## src/rtl/am_accum_pkg.sv

```systemverilog
// Shared types, default widths and elaboration helpers for the partial-sum
// accumulator. Optional build macro used by this slice: AM_PSUM_SATURATE_EN.
package am_accum_pkg;

  localparam int unsigned PROD_W_DEF = 16;
  localparam int unsigned ACC_W_DEF  = 24;
  localparam int unsigned LEN_W_DEF  = 12;

  // Legacy encodings kept so existing waveform decoders still line up.
  localparam logic [1:0] ST_IDLE  = 2'd0;
  localparam logic [1:0] ST_ACCUM = 2'd1;
  localparam logic [1:0] ST_DONE  = 2'd2;

  typedef enum logic [1:0] {
    IDLE  = ST_IDLE,
    ACCUM = ST_ACCUM,
    DONE  = ST_DONE
  } state_t;

  // A product can only be zero-extended into the accumulator if it fits.
  function automatic bit zext_width_ok(input int unsigned prod_w,
                                       input int unsigned acc_w);
    return acc_w >= prod_w;
  endfunction

endpackage

```

## src/rtl/am_sat_add.sv

```systemverilog
// Combinational accumulator adder producing the ACC_W sum and its carry out.
// With AM_PSUM_SATURATE_EN defined the sum clamps to all-ones on carry;
// otherwise it wraps modulo 2^ACC_W.
module am_sat_add #(
  parameter int unsigned ACC_W = 24
) (
  input  logic [ACC_W-1:0] acc,
  input  logic [ACC_W-1:0] prod,
  output logic [ACC_W-1:0] sum,
  output logic             carry
);

  logic [ACC_W:0] wide;

  // Full-width add; a clamped accumulator stays clamped because any further
  // non-zero addend carries again and a zero addend leaves it unchanged.
  always_comb begin
    wide  = {1'b0, acc} + {1'b0, prod};
    carry = wide[ACC_W];
`ifdef AM_PSUM_SATURATE_EN
    sum   = carry ? '1 : wide[ACC_W-1:0];
`else
    sum   = wide[ACC_W-1:0];
`endif
  end

endmodule

```

## src/rtl/am_psum_accum.sv

```systemverilog
// Partial-sum accumulator: sums cfg_len+1 products from the multiplier stream
// into one result presented with a sticky overflow flag over valid/ready.
// Build option: AM_PSUM_SATURATE_EN (clamp instead of wrap, see am_sat_add).
module am_psum_accum
  import am_accum_pkg::*;
#(
  parameter int unsigned PROD_W = PROD_W_DEF,
  parameter int unsigned ACC_W  = ACC_W_DEF,
  parameter int unsigned LEN_W  = LEN_W_DEF
) (
  input  logic              clk,
  input  logic              rst_n,
  input  logic [LEN_W-1:0]  cfg_len,
  input  logic              in_valid,
  output logic              in_ready,
  input  logic [PROD_W-1:0] in_prod,
  output logic              out_valid,
  input  logic              out_ready,
  output logic [ACC_W-1:0]  out_sum,
  output logic              out_ovf
);

  localparam bit WIDTH_OK = zext_width_ok(PROD_W, ACC_W);

  state_t            state;
  logic [ACC_W-1:0]  acc;
  logic              ovf;
  logic [LEN_W-1:0]  cnt;
  logic [ACC_W-1:0]  prod_ext;
  logic [ACC_W-1:0]  add_sum;
  logic              add_carry;
  logic              beat;
  logic              taken;
  logic              load;

  assign prod_ext = WIDTH_OK ? ACC_W'(in_prod) : '0;

  am_sat_add #(
    .ACC_W (ACC_W)
  ) u_add (
    .acc   (acc),
    .prod  (prod_ext),
    .sum   (add_sum),
    .carry (add_carry)
  );

  // Handshake decode; in DONE a new window may start only as the result leaves.
  always_comb begin
    out_valid = (state == DONE);
    in_ready  = (state == DONE) ? out_ready : 1'b1;
    beat      = in_valid && in_ready;
    taken     = out_valid && out_ready;
    load      = beat && ((state == IDLE) || (state == DONE));
  end

  assign out_sum = acc;
  assign out_ovf = ovf;

  // Window FSM; a beat in DONE implies the result is taken, so loading from
  // IDLE and DONE shares one branch.
  always_ff @(posedge clk or negedge rst_n) begin
    if (!rst_n) begin
      state <= IDLE;
      acc   <= '0;
      ovf   <= 1'b0;
      cnt   <= '0;
    end else if (load) begin
      acc   <= prod_ext;
      ovf   <= 1'b0;
      cnt   <= cfg_len;
      state <= (cfg_len == '0) ? DONE : ACCUM;
    end else if ((state == ACCUM) && beat) begin
      acc   <= add_sum;
      ovf   <= ovf | add_carry;
      cnt   <= cnt - LEN_W'(1);
      if (cnt == LEN_W'(1)) begin
        state <= DONE;
      end
    end else if (taken) begin
      state <= IDLE;
    end
  end

endmodule

```

## config.mk

```make
export PLATFORM = sky130hd
export DESIGN_NAME = am_psum_accum
export DESIGN_NICKNAME = d
export VERILOG_FILES = /design/src/rtl/am_accum_pkg.sv /design/src/rtl/am_sat_add.sv /design/src/rtl/am_psum_accum.sv
export SDC_FILE = /design/constraint.sdc
export NUM_CORES = 1
export LEC_CHECK = 0
export CORE_MARGIN = 10
export CORE_UTILIZATION = 35
export CTS_BUF_LIST = sky130_fd_sc_hd__clkbuf_8
export DETAILED_ROUTE_END_ITERATION = 7
export SYNTH_ARGS = -nofsm -noshare
export SYNTH_HDL_FRONTEND = slang
export SYNTH_SLANG_ARGS = --single-unit
```

## constraint.sdc

```tcl
create_clock -name clk -period 2.01 [get_ports clk]
set_input_delay 0.402 -clock clk [delete_from_list [all_inputs] [get_ports clk]]
set_output_delay 0.402 -clock clk [all_outputs]
set_load 0.05 [all_outputs]
```

==> results.cfg <==
[outcome]
status = complete, but fails checks
violations = negative setup slack

[routing]
drt_iter0_markers = 117
vias = 3041
drc = 0
vias_per_cell = 5.45
antenna_left = 0
dr.pass1.iters = 4
wl_per_cell_um = 16.8
wirelength_um = 9400

[placed_design]
place_area_sq_um = 4060
gp_congestion = 0.870
port_buffers = 58
hpwlAfterDp_um = 6980
dp.cells = 545

[setup_path]
worst-path-buf-inv = 0
r2r-start = out_sum[1]
slowest_delay_ns = 0.52
cp.depth = 7
path_class = flip-flop to flip-flop
critPathSlowestCell = or4_4
crit_top_cell = or4_4
cp-startpoint = out_sum[1]
critical_path.max_fanout = 3
reg2reg_slack_ns = -0.24
crit_chain = ha_4, a211oi_1, o21a_1, or4_4, and3_4, or4_4, nand2_2
worstPathArrival_ns = 2.49
endpoint_kind = flip-flop
start_kind = flip-flop
endpoint = out_sum[21]
ff2ff_path_depth = 7
crit_required_ns = 2.25
crit_family = simple AND/OR/NAND/NOR gates
r2r_end = out_sum[21]

[yosys]
synth_edf_count = 0
synth_area_sq_um = 2780
synth_xor_area_frac = 0.0535
synth_top_family_by_area = compound AO/OA/AOI/OAI gates
yosysWarnings = 0
synthMuxAreaShare = 0.0108
synthDistinctLibCells = 49
synthSimpleGateAreaFrac = 0.200
ys_seq_area_frac = 0.351
synth-seq-cells = 39
async_flop_share = 1.00
synth_compound_area_frac = 0.261
syn_avg_cell_area_sq_um = 8.44
synthAdderAreaFrac = 0.0881
synthFlopType = dfrtp_1
syn_inst = 330
synth_nets = 381

[timing]
hold_viol = 0
final.period_utilization = 1.12
timing.final.ws_setup_ns = -0.237
setup_violations = 8
tns_ns = -0.675
rsz0062_at_grt = yes
worstMarginPinSlew_ns = 0.521
relSlewSlack = 0.652
max_freq_ghz = 0.445
post-route-min-period_ns = 2.25
skew_ns = 0.00731
slew_viol_final = 0

[pwr]
p_seq_frac = 0.206
power.combinational.fraction = 0.704
p_leak_nw = 1.88
powerDensity_nw_per_um2 = 1570
ir_worst_vdd_mv = 1.08
p_clk_frac = 0.090
p_sw_frac = 0.471
intPower_w = 0.00369
power_switching_w = 0.00329

[cells_and_area]
area_growth_pct = 59.2
nets = 506
fin_area_sq_um = 4430
drive_gt1_frac = 0.377
final_cells = 558
antenna_cells = 0

[hold_path]
hold_class = input pin to asynchronous set/reset pin

[clock_network]
clk-insertion-delay-late_ns = 0.30
cts_root_buf = clkbuf_8
cts.sinks = 39
cts_max_path_buffers = 2
holdBufCountCts = 0
cts_buffers = 5
cts_tree = done
htree_levels = 2
path_clk_slew_ns = 0.09

[grt]
grt_usage = 0.154
grt_pass1_wl_um = 15000
grt_pass1_vias = 3027
overflow = 0
grt_max_degree = 33
antenna_found_initial = 0

[run]
cap_violations = 0

[floorplan]
core-area_sq_um = 7730
start_util = 0.360
die_x_um = 109
rows = 32
die_h_um = 109
io_pins = 59
die_area_sq_um = 11900
## repair_timing
action,in CTS,in global routing
setup endpoints to repair,27,21
setup buffers,1,4
pin swaps,21,12
resized for setup,40,20
## per-layer routing
| layer | vias to the layer above | GRT usage | routed length, um |
|---|---|---|---|
| met5 | - | 0 | 0 |
| met4 | 0 | 0.0307 | 44 |
| met3 | 4 | 0.0348 | 454 |
| met2 | 64 | 0.267 | 4700 |
| met1 | 1492 | 0.192 | 4200 |
| li1 | 1481 | - | - |
## cell families (layout without fill, tap and decap cells)
group                    after synthesis  after routing
buffers and inverters                 25            151
AO/OA/AOI/OAI                        114            114
adder cells (fa/ha/maj)               19             19
flip-flops                            39             39
XOR/XNOR                              17             17
AND/OR/NAND/NOR                      113            113
multiplexers                           3              3
## per-stage QoR
step           hold WS, ns  worst slack (ns)   util  power (W)
6_report            0.0692            -0.237  0.574    0.00697
5_1_grt             0.0961            -0.298  0.574    0.00749
4_1_cts             0.0823            -0.254  0.560    0.00682
3_5_place_dp         0.410            -0.710  0.526    0.00590
3_3_place_gp         0.403            -0.663  0.526    0.00585
2_1_floorplan        0.106            -0.296      -    0.00415
## cells in the final DEF (no fill, tap or decap), drive strengths merged, types with 6 or more instances in the layout
cell,Yosys,final
a21oi,29,29
ha,18,18
clkdlybuf4s50,0,23
nand2b,7,7
nand2,35,35
clkbuf,13,7
inv,9,9
dfrtp,39,39
a22oi,10,10
nand4,7,7
a221o,6,6
dlygate4sd2,0,11
nor2,24,24
o21ai,37,37
nand3,11,11
o211ai,8,8
buf,3,98
and3,6,6
xnor2,12,12
## final cells by class
cell class / count / area, sq um
fill: 709 / 3300
clock inverter: 1 / 7.51
multi-input combinational: 266 / 2060
tap: 102 / 128
sequential: 39 / 991
inverter: 9 / 33.8
timing repair buffer: 134 / 1110
clock buffer: 7 / 96.3
## flip-flops by register name, summed over array words and instances, names as in the netlist
register  cells
cnt          12
out_ovf       1
out_sum      24
state         2
## how the worst min path moves through the flow
stage | endpoint | slack (ns) | cells past startpoint
after global routing | cnt[8] | 0.1 | 1
after detailed placement | cnt[8] | 0.41 | 1
after floorplan | cnt[0] | 0.11 | 0
final | cnt[8] | 0.07 | 1
after CTS | cnt[10] | 0.08 | 1
after global placement | cnt[8] | 0.40 | 1
## synth_stat cells, drive strengths merged (4+ instances only)
master	instances	area share
or4	4	0.012
xnor2	12	0.038
nor3	5	0.0090
a22oi	10	0.027
nand2	35	0.047
ha	18	0.081
o211ai	8	0.023
dfrtp	39	0.35
nand3	11	0.020
clkbuf	13	0.018
nand2b	7	0.016
and3	6	0.015
nand4	7	0.016
inv	9	0.012
xor2	5	0.016
nor2	24	0.032
a21oi	29	0.052
a221o	6	0.022
o21ai	37	0.067
nor4	5	0.011
## power groups by stage
| stage | clock network, W | logic (W) | registers (W) |
|---|---|---|---|
| 5_1_grt | 0.000683 | 0.00533 | 0.00148 |
| 6_report | 0.000626 | 0.00491 | 0.00144 |
| 2_1_floorplan | 0 | 0.00209 | 0.00206 |
| 3_3_place_gp | 0 | 0.00445 | 0.00140 |
| 3_5_place_dp | 0 | 0.00448 | 0.00142 |
| 4_1_cts | 0.000645 | 0.00474 | 0.00143 |
Note: power is estimated with default switching activity, not from simulation.
